==> src/rtl/mult_acc_dump_pkg.sv <==
// Shared types and sizing helpers for the integrate-and-dump stage.
package mult_acc_pkg;

  // Frame FSM: waiting for the first sample of a frame, or summing inside one.
  typedef enum logic [0:0] {
    IDLE = 1'b0,
    ACC  = 1'b1
  } acc_state_e;

  // Accumulator width that can hold 2^len_w - 1 samples of in_w bits without wrapping.
  function automatic int acc_width(input int in_w, input int len_w);
    return in_w + len_w;
  endfunction

endpackage

==> src/rtl/mult_acc_dump_if.sv <==
// Sample stream in (from the multiplier) and dump stream out.
interface mult_acc_dump_if #(
  parameter int IN_WIDTH  = 16,
  parameter int OUT_WIDTH = 24
);

  logic                        s_valid;
  logic signed [IN_WIDTH-1:0]  s_data;
  logic                        s_ovf;
  logic                        s_sof;

  logic                        m_valid;
  logic signed [OUT_WIDTH-1:0] m_data;
  logic                        m_ovf;

  // Producer of samples / consumer of dumps.
  modport master (
    output s_valid, s_data, s_ovf, s_sof,
    input  m_valid, m_data, m_ovf
  );

  // The integrate-and-dump stage itself.
  modport slave (
    input  s_valid, s_data, s_ovf, s_sof,
    output m_valid, m_data, m_ovf
  );

endinterface

==> src/rtl/mult_acc_dump_round_sat.sv <==
// Registered round-half-up, arithmetic right shift and saturation of a signed value.
// out_ovf carries in_ovf through and is also raised whenever the value was clipped.
module round_sat #(
  parameter int IN_W  = 28,
  parameter int OUT_W = 24,
  parameter int SHIFT = 0
) (
  input  logic                    clk,
  input  logic                    rst_n,
  input  logic                    in_valid,
  input  logic signed [IN_W-1:0]  in_data,
  input  logic                    in_ovf,
  output logic                    out_valid,
  output logic signed [OUT_W-1:0] out_data,
  output logic                    out_ovf
);

  // One guard bit above the input so adding the rounding constant never wraps,
  // and at least OUT_W bits so the clip limits are representable.
  localparam int W      = ((IN_W + 1) > OUT_W) ? (IN_W + 1) : OUT_W;
  localparam int RND_SH = (SHIFT > 0) ? (SHIFT - 1) : 0;

  localparam logic signed [W-1:0] ONE_C = {{(W-1){1'b0}}, 1'b1};
  localparam logic signed [W-1:0] RND_C = (SHIFT > 0) ? (ONE_C <<< RND_SH) : {W{1'b0}};
  localparam logic signed [W-1:0] MAX_C = {{(W-OUT_W+1){1'b0}}, {(OUT_W-1){1'b1}}};
  localparam logic signed [W-1:0] MIN_C = {{(W-OUT_W+1){1'b1}}, {(OUT_W-1){1'b0}}};

  logic signed [W-1:0]     ext_s;
  logic signed [W-1:0]     rnd_s;
  logic signed [W-1:0]     clip_s;
  logic                    sat_s;

  // Sign-extend, add half an LSB of the result, shift, then clip to the output range.
  always_comb begin
    ext_s  = {{(W-IN_W){in_data[IN_W-1]}}, in_data};
    rnd_s  = (ext_s + RND_C) >>> SHIFT;
    clip_s = rnd_s;
    sat_s  = 1'b0;
    if (rnd_s > MAX_C) begin
      clip_s = MAX_C;
      sat_s  = 1'b1;
    end else if (rnd_s < MIN_C) begin
      clip_s = MIN_C;
      sat_s  = 1'b1;
    end else begin
      clip_s = rnd_s;
      sat_s  = 1'b0;
    end
  end

  // Output register: valid follows the input every cycle, payload updates only on valid.
  always_ff @(posedge clk or negedge rst_n) begin
    if (!rst_n) begin
      out_valid <= 1'b0;
      out_data  <= {OUT_W{1'b0}};
      out_ovf   <= 1'b0;
    end else begin
      out_valid <= in_valid;
      if (in_valid) begin
        out_data <= clip_s[OUT_W-1:0];
        out_ovf  <= in_ovf | sat_s;
      end
    end
  end

endmodule

==> src/rtl/mult_acc_dump.sv <==
// Integrate-and-dump after the fixed-point multiplier: sums L samples per frame
// at full precision and emits one rounded, saturated result per frame.
module mult_acc_dump
  import mult_acc_pkg::*;
#(
  parameter int IN_WIDTH  = 16,
  parameter int OUT_WIDTH = 24,
  parameter int LEN_WIDTH = 12,
  parameter int SHIFT     = 0
) (
  input  logic                 clk,
  input  logic                 rst_n,
  input  logic [LEN_WIDTH-1:0] len,
  input  logic                 clr,
  mult_acc_dump_if.slave       bus,
  output logic                 err_ovf,
  output logic                 err_sof
);

  localparam int ACC_W = acc_width(IN_WIDTH, LEN_WIDTH);
  localparam logic [LEN_WIDTH-1:0] ONE_C  = {{(LEN_WIDTH-1){1'b0}}, 1'b1};
  localparam logic [LEN_WIDTH-1:0] ZERO_C = {LEN_WIDTH{1'b0}};

  acc_state_e              state_r;
  logic signed [ACC_W-1:0] acc_r;
  logic [LEN_WIDTH-1:0]    cnt_r;
  logic [LEN_WIDTH-1:0]    len_r;
  logic                    fovf_r;

  logic                    st1_valid_r;
  logic signed [ACC_W-1:0] st1_sum_r;
  logic                    st1_ovf_r;

  logic                    err_sof_r;
  logic                    err_ovf_r;

  logic signed [ACC_W-1:0] data_ext_s;
  logic signed [ACC_W-1:0] sum_s;
  logic [LEN_WIDTH-1:0]    len_eff_s;
  logic [LEN_WIDTH-1:0]    cnt_inc_s;
  logic                    load_s;
  logic                    abort_s;
  logic                    dump_s;
  logic signed [ACC_W-1:0] dump_sum_s;
  logic                    dump_ovf_s;

  // Decide per sample whether it starts a frame, aborts one, or completes one.
  always_comb begin
    data_ext_s = {{LEN_WIDTH{bus.s_data[IN_WIDTH-1]}}, bus.s_data};
    sum_s      = acc_r + data_ext_s;
    len_eff_s  = (len == ZERO_C) ? ONE_C : len;
    cnt_inc_s  = cnt_r + ONE_C;
    load_s     = 1'b0;
    abort_s    = 1'b0;
    dump_s     = 1'b0;
    dump_sum_s = acc_r;
    dump_ovf_s = fovf_r;
    if (bus.s_valid) begin
      if ((state_r == IDLE) || bus.s_sof) begin
        // A start-of-frame inside a frame restarts it from this sample.
        load_s     = 1'b1;
        abort_s    = (state_r == ACC);
        dump_s     = (len_eff_s == ONE_C);
        dump_sum_s = data_ext_s;
        dump_ovf_s = bus.s_ovf;
      end else begin
        dump_s     = (cnt_inc_s == len_r);
        dump_sum_s = sum_s;
        dump_ovf_s = fovf_r | bus.s_ovf;
      end
    end else begin
      load_s = 1'b0;
      dump_s = 1'b0;
    end
  end

  // Frame FSM with counter and accumulator; idle cycles hold everything.
  always_ff @(posedge clk or negedge rst_n) begin
    if (!rst_n) begin
      state_r <= IDLE;
      acc_r   <= {ACC_W{1'b0}};
      cnt_r   <= ZERO_C;
      len_r   <= ZERO_C;
      fovf_r  <= 1'b0;
    end else if (bus.s_valid) begin
      if (dump_s) begin
        state_r <= IDLE;
        acc_r   <= {ACC_W{1'b0}};
        cnt_r   <= ZERO_C;
        fovf_r  <= 1'b0;
        if (load_s) begin
          len_r <= len_eff_s;
        end
      end else if (load_s) begin
        state_r <= ACC;
        acc_r   <= data_ext_s;
        cnt_r   <= ONE_C;
        len_r   <= len_eff_s;
        fovf_r  <= bus.s_ovf;
      end else begin
        state_r <= ACC;
        acc_r   <= sum_s;
        cnt_r   <= cnt_inc_s;
        fovf_r  <= fovf_r | bus.s_ovf;
      end
    end
  end

  // Stage 1 of the dump pipeline: capture the completed sum and its overflow.
  always_ff @(posedge clk or negedge rst_n) begin
    if (!rst_n) begin
      st1_valid_r <= 1'b0;
      st1_sum_r   <= {ACC_W{1'b0}};
      st1_ovf_r   <= 1'b0;
    end else begin
      st1_valid_r <= dump_s;
      if (dump_s) begin
        st1_sum_r <= dump_sum_s;
        st1_ovf_r <= dump_ovf_s;
      end
    end
  end

  // Abort pulse one cycle after the sample that restarted the frame.
  always_ff @(posedge clk or negedge rst_n) begin
    if (!rst_n) begin
      err_sof_r <= 1'b0;
    end else begin
      err_sof_r <= abort_s;
    end
  end

  // Sticky overflow; an overflowing dump wins over a coincident clear.
  always_ff @(posedge clk or negedge rst_n) begin
    if (!rst_n) begin
      err_ovf_r <= 1'b0;
    end else if (bus.m_valid && bus.m_ovf) begin
      err_ovf_r <= 1'b1;
    end else if (clr) begin
      err_ovf_r <= 1'b0;
    end
  end

  assign err_sof = err_sof_r;
  assign err_ovf = err_ovf_r;

  // Stage 2 of the dump pipeline drives the output stream directly.
  round_sat #(
    .IN_W  (ACC_W),
    .OUT_W (OUT_WIDTH),
    .SHIFT (SHIFT)
  ) u_round_sat (
    .clk       (clk),
    .rst_n     (rst_n),
    .in_valid  (st1_valid_r),
    .in_data   (st1_sum_r),
    .in_ovf    (st1_ovf_r),
    .out_valid (bus.m_valid),
    .out_data  (bus.m_data),
    .out_ovf   (bus.m_ovf)
  );

endmodule

==> src/flat_wrapper.sv <==
// flat-port wrapper written by rule: the top's interface ports become plain ports
module mult_acc_dump_flat import mult_acc_pkg::*;
#(
  parameter int IN_WIDTH  = 16,
  parameter int OUT_WIDTH = 24,
  parameter int LEN_WIDTH = 12,
  parameter int SHIFT     = 0
)
  (clk, rst_n, len, clr, err_ovf, err_sof, bus_s_valid, bus_s_data, bus_s_ovf, bus_s_sof, bus_m_valid, bus_m_data, bus_m_ovf);
  mult_acc_dump_if #(.IN_WIDTH(IN_WIDTH), .OUT_WIDTH(OUT_WIDTH)) bus_i ();
  input  logic clk;
  input  logic rst_n;
  input  logic [LEN_WIDTH-1:0] len;
  input  logic clr;
  output logic err_ovf;
  output logic err_sof;
  input wire logic [$bits(bus_i.s_valid)-1:0] bus_s_valid;
  input wire logic [$bits(bus_i.s_data)-1:0] bus_s_data;
  input wire logic [$bits(bus_i.s_ovf)-1:0] bus_s_ovf;
  input wire logic [$bits(bus_i.s_sof)-1:0] bus_s_sof;
  output wire logic [$bits(bus_i.m_valid)-1:0] bus_m_valid;
  output wire logic [$bits(bus_i.m_data)-1:0] bus_m_data;
  output wire logic [$bits(bus_i.m_ovf)-1:0] bus_m_ovf;
  assign bus_i.s_valid = bus_s_valid;
  assign bus_i.s_data = bus_s_data;
  assign bus_i.s_ovf = bus_s_ovf;
  assign bus_i.s_sof = bus_s_sof;
  assign bus_m_valid = bus_i.m_valid;
  assign bus_m_data = bus_i.m_data;
  assign bus_m_ovf = bus_i.m_ovf;
  mult_acc_dump #(.IN_WIDTH(IN_WIDTH), .OUT_WIDTH(OUT_WIDTH), .LEN_WIDTH(LEN_WIDTH), .SHIFT(SHIFT)) u_core (.clk(clk), .rst_n(rst_n), .len(len), .clr(clr), .bus(bus_i), .err_ovf(err_ovf), .err_sof(err_sof));
endmodule
==> config.mk <==
export PLATFORM = sky130hd
export DESIGN_NAME = mult_acc_dump_flat
export DESIGN_NICKNAME = d
export VERILOG_FILES = /design/src/rtl/mult_acc_dump_pkg.sv /design/src/rtl/mult_acc_dump_if.sv /design/src/rtl/mult_acc_dump_round_sat.sv /design/src/rtl/mult_acc_dump.sv /design/src/flat_wrapper.sv
export SDC_FILE = /design/constraint.sdc
export NUM_CORES = 1
export LEC_CHECK = 0
export ABC_AREA = 1
export ABC_CLOCK_PERIOD_IN_PS = 5050
export CAP_MARGIN = 10
export CORE_AREA = 2 2 106 119
export DETAILED_ROUTE_END_ITERATION = 10
export DIE_AREA = 0 0 108 121
export PLACE_DENSITY = 0.92
export SLEW_MARGIN = 20
export SYNTH_ARGS = -nofsm -noshare
export SYNTH_HDL_FRONTEND = slang
export SYNTH_SLANG_ARGS = --single-unit
==> constraint.sdc <==
create_clock -name clk -period 5.05 [get_ports clk]
set_input_delay 1.515 -clock clk [delete_from_list [all_inputs] [get_ports clk]]
set_output_delay 1.515 -clock clk [all_outputs]
set_load 0.02 [all_outputs]
# Word-level counts from Yosys, hierarchy flattened
# Cells that the tools add are included.
# word_totals
register_bits	112
# classes
addsub	2
eq_ne	2
order_cmp	2
n_reduce_logical	5
n_mux	24
n_bitwise	3
# ops
op	n
28-bit 2-to-1 mux	4
24-bit 2-to-1 mux	2
12-bit 2-to-1 mux	3
28-bit by 16-bit adder with 28-bit output	1
28-bit by 24-bit > comparator with 1-bit output (second input constant)	1
28-bit by 24-bit less-than comparator with 1-bit output (second input constant)	1
1-bit 2-to-1 mux	15
12-bit by 1-bit adder with 12-bit output (second input constant)	1
12-bit by 1-bit == test with 1-bit output (second input constant)	1
12-bit == test	1
12-bit zero test	1
1-bit OR	2
2-bit AND reduction	1
2-bit nonzero test	1
1-bit logical AND	1
1-bit logical OR	1
1-bit NOT	1

# Longest topological paths before layout
# logic_depth
word_depth	6
ltp_mapped	17
depth_no_buf	17

# Cells and area by module
# From an unflattened synthesis, not the netlist that was laid out.
# hier_totals
cells_unflattened	1221
area_unflattened_um2	7896.3
# modules_own_cells
mod	cells_each	seq_area_each_um2	area_each_um2	instances
mult_acc_dump	1054	2152.1	6631.4	1
round_sat	167	650.6	1265.0	1

# Worst setup path after synthesis
# Ideal clock, no wire load.
# synth_path
kind	input -> register
startpoint	input bus_s_data[0]
endpoint	register u_core.acc_r[12]
stages	12
path_buffers	0
arrival_time_ns	3.122
t_required_ns	4.932
slack_ns	1.809
setup_ns	0.118
cell_sequence	ha_1 -> fa_1 -> nand2_1 -> nand2_1 -> and2_1 -> a21oi_1 -> inv_1 -> or2_2 -> nand3_1 -> nand2_1 -> nand3_1 -> nand2_1
# synth_via
elab_chain_cells	3
# synth_lines
item	line	source
from (decl)	flat_wrapper.sv:18	input wire logic [$bits(bus_i.s_data)-1:0] bus_s_data;
28-bit by 16-bit adder with 28-bit output	mult_acc_dump.sv:50	sum_s = acc_r + data_ext_s;
28-bit 2-to-1 mux	mult_acc_dump.sv:94	end else if (load_s) begin
28-bit 2-to-1 mux	mult_acc_dump.sv:86	if (dump_s) begin
to (signal assigned)	mult_acc_dump.sv:88	acc_r <= {ACC_W{1'b0}};
to (signal assigned)	mult_acc_dump.sv:96	acc_r <= data_ext_s;
to (signal assigned)	mult_acc_dump.sv:102	acc_r <= sum_s;
to (decl)	mult_acc_dump.sv:25	logic signed [ACC_W-1:0] acc_r;
# Every way passes these cells.
# A chain may end at the register's enable or synchronous reset.

# Worst setup path in the final report
# layout_path
startpoint	input bus_s_data[15]
endpoint	register u_core.st1_sum_r[25]
# layout_via
elab_chain_cells	3
# layout_lines
item	line	source
28-bit by 16-bit adder with 28-bit output	mult_acc_dump.sv:50	
28-bit 2-to-1 mux *	mult_acc_dump.sv:59	if ((state_r == IDLE) || bus.s_sof) begin
28-bit 2-to-1 mux *	mult_acc_dump.sv:58	if (bus.s_valid) begin
to (signal assigned)	mult_acc_dump.sv:113	st1_sum_r <= {ACC_W{1'b0}};
to (signal assigned)	mult_acc_dump.sv:118	st1_sum_r <= dump_sum_s;
to (decl)	mult_acc_dump.sv:31	logic signed [ACC_W-1:0] st1_sum_r;
# Mark *: on every way between the ends. The rest lies on a longest branch, timed or not.

==> flow_metrics.env <==
export IMPL_p_leak_uw=0.00452
export IMPL_grt_setup_unrepaired="false"
export IMPL_cts_hold_buffers=0
export IMPL_required_ns=5.30
export IMPL_ys_seq_elements=112
export IMPL_critPathKind="in -> reg"
export IMPL_cts_buffer_depth=2
export IMPL_fin_skew_ns=0.0114
export IMPL_multi_input_area_um2=4050
export IMPL_holdPathStages=0
export IMPL_outcome="completed"
export IMPL_synthFlopType="dfrtp_1"
export IMPL_antenna_found_initial=0
export IMPL_finalSetupViolations=0
export IMPL_synth_edf_count=0
export IMPL_grtUsageTotal_pct=34.8
export IMPL_worst_slew_pin_slew_ns=1.01
export IMPL_yosys_top_cells_area="dfrtp_1, nand2_1, nand3_1"
export IMPL_synth_async_reset_ratio_pct=100
export IMPL_cp_arrival_ns=4.39
export IMPL_slew_headroom_pct=32.6
export IMPL_post_cts_setup_buffer_count=0
export IMPL_fp_row_count=42
export IMPL_r2r_setup_slack_ns=2.09
export IMPL_grt_pass1_vias=7158
export IMPL_final_cell_area_um2=8460
export IMPL_p_per_area_nw_per_um2=432
export IMPL_period_minus_slack_ns=4.14
export IMPL_drt_iter0_drc=726
export IMPL_synthesis_instances=1138
export IMPL_r2r_end="u_core.st1_sum_r[2]"
export IMPL_fmax_ghz=0.242
export IMPL_io_pins=62
export IMPL_port_buffers=61
export IMPL_die_w_um=108
export IMPL_ys_warn_count=0
export IMPL_placed_area_um2=8150
export IMPL_hp_class="reg -> reg"
export IMPL_fill_cells=977
export IMPL_ctsResizeCount=0
export IMPL_r2r_start="u_core.cnt_r[0]"
export IMPL_post_dp_hpwl_um=16100
export IMPL_finalHoldViolCount=0
export IMPL_drt_wirelength_per_cell_um=16.1
export IMPL_clock_latency_ns=0.36
export IMPL_synth_area_per_cell_um2=6.53
export IMPL_drv_cap=0
export IMPL_synth_seq_area_share_pct=37.7
export IMPL_ir_worst_vdd_mv=0.295
export IMPL_critical_path_max_fanout=15
export IMPL_coreArea_um2=11800
export IMPL_drv_slew=0
export IMPL_place_congestion=0.980
export IMPL_drive_gt1_share_pct=3.28
export IMPL_cts_buffers_inserted=9
export IMPL_syn_area_um2=7430
export IMPL_reg2reg_depth=14
export IMPL_cp_end_kind="flip-flop"
export IMPL_grt_max_degree=54
export IMPL_synth_top_cell_area_share_pct=37.7
export IMPL_wirelength_um=21600
export IMPL_remaining_drc_errors=0
export IMPL_die_h_um=121
export IMPL_seqCellArea_um2=2800
export IMPL_fin_nets=1248
export IMPL_synth_nets=1201
export IMPL_firstDrtPassIters=5
export IMPL_cts_root_buf="clkbuf_16"
export IMPL_final_antenna_net_count=0
export IMPL_start_kind="primary input"
export IMPL_area_growth_pct=13.9
export IMPL_clock_sinks=112
export IMPL_diodes=0
export IMPL_yosys_area_top_type="dfrtp_1"
export IMPL_grt_pass1_wl_um=35400
export IMPL_cts_tree="yes"
export IMPL_cts_max_level=3
export IMPL_ys_types=31
export IMPL_period_share_pct=81.9
export IMPL_clkSlewWorstSetupHoldPaths_ns=0.08
export IMPL_viasPerCell=5.70
export IMPL_min_to="u_core.u_round_sat.out_valid"
export IMPL_timing_setup_tns_ns=0
export IMPL_die_area_um2=13100
export IMPL_initial_core_util_pct=62.8
export IMPL_overflow=0
export IMPL_vias=7664
export IMPL_hp_start="u_core.st1_valid_r"
==> power by group <==
| part | leakage, uW | total, uW | switching [uW] | internal (uW) |
|---|---|---|---|---|
| sequential | 0.00148 | 1120 | 95.2 | 1030 |
| clock | 0.000150 | 765 | 368 | 397 |
| combinational | 0.00289 | 1770 | 1170 | 604 |
| total | 0.00452 | 3660 | 1630 | 2030 |
==> logic make-up (layout without fill, tap and decap cells) <==
family                   count (synthesis)  after routing  synth area share, %
AND/OR/NAND/NOR                        739            739                 40.7
flip-flops                             112            112                 37.7
adder cells (fa/ha/maj)                 29             29                 4.98
AO/OA/AOI/OAI                           97             97                 7.36
XOR/XNOR                                12             12                 1.41
buffers and inverters                  149            201                 7.78
==> area by class of cell <==
class                   instances  area share (%)
clock buffers                   9            2.66
clock inverters                 7            1.02
inverters                     114            5.06
well taps                     154            2.28
repair buffers                 71            8.01
multi-input cells             877            47.8
flip-flops and latches        112            33.1
==> per-stage QoR <==
step | total power, uW | std cells | utilization [%] | hold slack (ns) | setup WS, ns
3_5_place_dp | 2840 | 1328 | 68.9 | 0.447 | 0.643
4_1_cts | 3610 | 1344 | 71.6 | 0.461 | 0.995
3_3_place_gp | 2830 | 1328 | 68.9 | 0.453 | 0.664
2_1_floorplan | 2370 | 1138 | - | 0.414 | 1.81
5_1_grt | 3920 | 1344 | 71.6 | 0.495 | 0.681
6_report | 3660 | 1344 | 71.6 | 0.472 | 0.914
==> Yosys cell counts, types with 2 or more instances <==
cell / instances
a21oi_1: 20
dfrtp_1: 112
or2_2: 2
buf_1: 4
nor3_1: 10
o211ai_1: 10
clkinv_1: 2
nor2_1: 75
nand2_1: 503
inv_2: 2
nand3_1: 116
nand3b_1: 6
clkbuf_1: 21
and2_1: 5
ha_1: 28
xor2_1: 3
xnor2_1: 9
o21bai_1: 5
nor2_2: 6
nor4_1: 2
buf_2: 9
nand4_1: 14
inv_1: 110
o22ai_1: 10
o21ai_0: 48
==> per-layer routing <==
| metal | track usage (%) | up-vias | share of wire [%] |
|---|---|---|---|
| met5 | 0 | - | 0 |
| met4 | 15.1 | 0 | 3.7 |
| met3 | 5.10 | 55 | 7.3 |
| met2 | 56.9 | 369 | 47 |
| met1 | 46.2 | 3522 | 42 |
| li1 | - | 3718 | - |
==> placed cells by master (no fill, tap or decap), drive strengths merged, types with 10 or more instances in the layout <==
cell           count
o22ai             10
nand2            503
nor2              81
clkdlybuf4s50     59
ha                28
o21ai             49
nand3            116
a21oi             21
buf               12
o211ai            10
inv              116
nor3              10
dfrtp            112
nand4             14
==> sequential cells by signal (all words and copies together) (netlist names), 12 cells and up <==
register,cells
u_core.cnt_r,12
u_core.len_r,12
u_core.st1_sum_r,28
u_core.u_round_sat.out_data,24
u_core.acc_r,28
==> critical path: stages <==
cell	delay (ns)
clkdlybuf4s50_1	0.76
ha_1	0.59
nand2_1	0.12
inv_1	0.08
nand2_1	0.06
nor3_1	0.37
and2_1	0.19
nand2_1	0.09
nand2_1	0.09
nand2_1	0.08
nand3_1	0.08
nand2_1	0.05
nand2_1	0.09
nand2_1	0.08
nand2_1	0.07
nand2_1	0.06
==> worst max-delay path by stage <==
stage                        start              endpoint  slack (ns)  cells past startpoint
floorplan            bus_s_data[0]      u_core.acc_r[12]        1.81                     12
global placement    bus_s_data[15]  u_core.st1_sum_r[25]        0.66                     16
detailed placement  bus_s_data[15]  u_core.st1_sum_r[25]        0.64                     16
CTS                 bus_s_data[15]  u_core.st1_sum_r[25]        0.99                     16
global route        bus_s_data[15]  u_core.st1_sum_r[25]        0.68                     16
finish              bus_s_data[15]  u_core.st1_sum_r[25]        0.91                     16
Power figures use the tool's default switching activity.
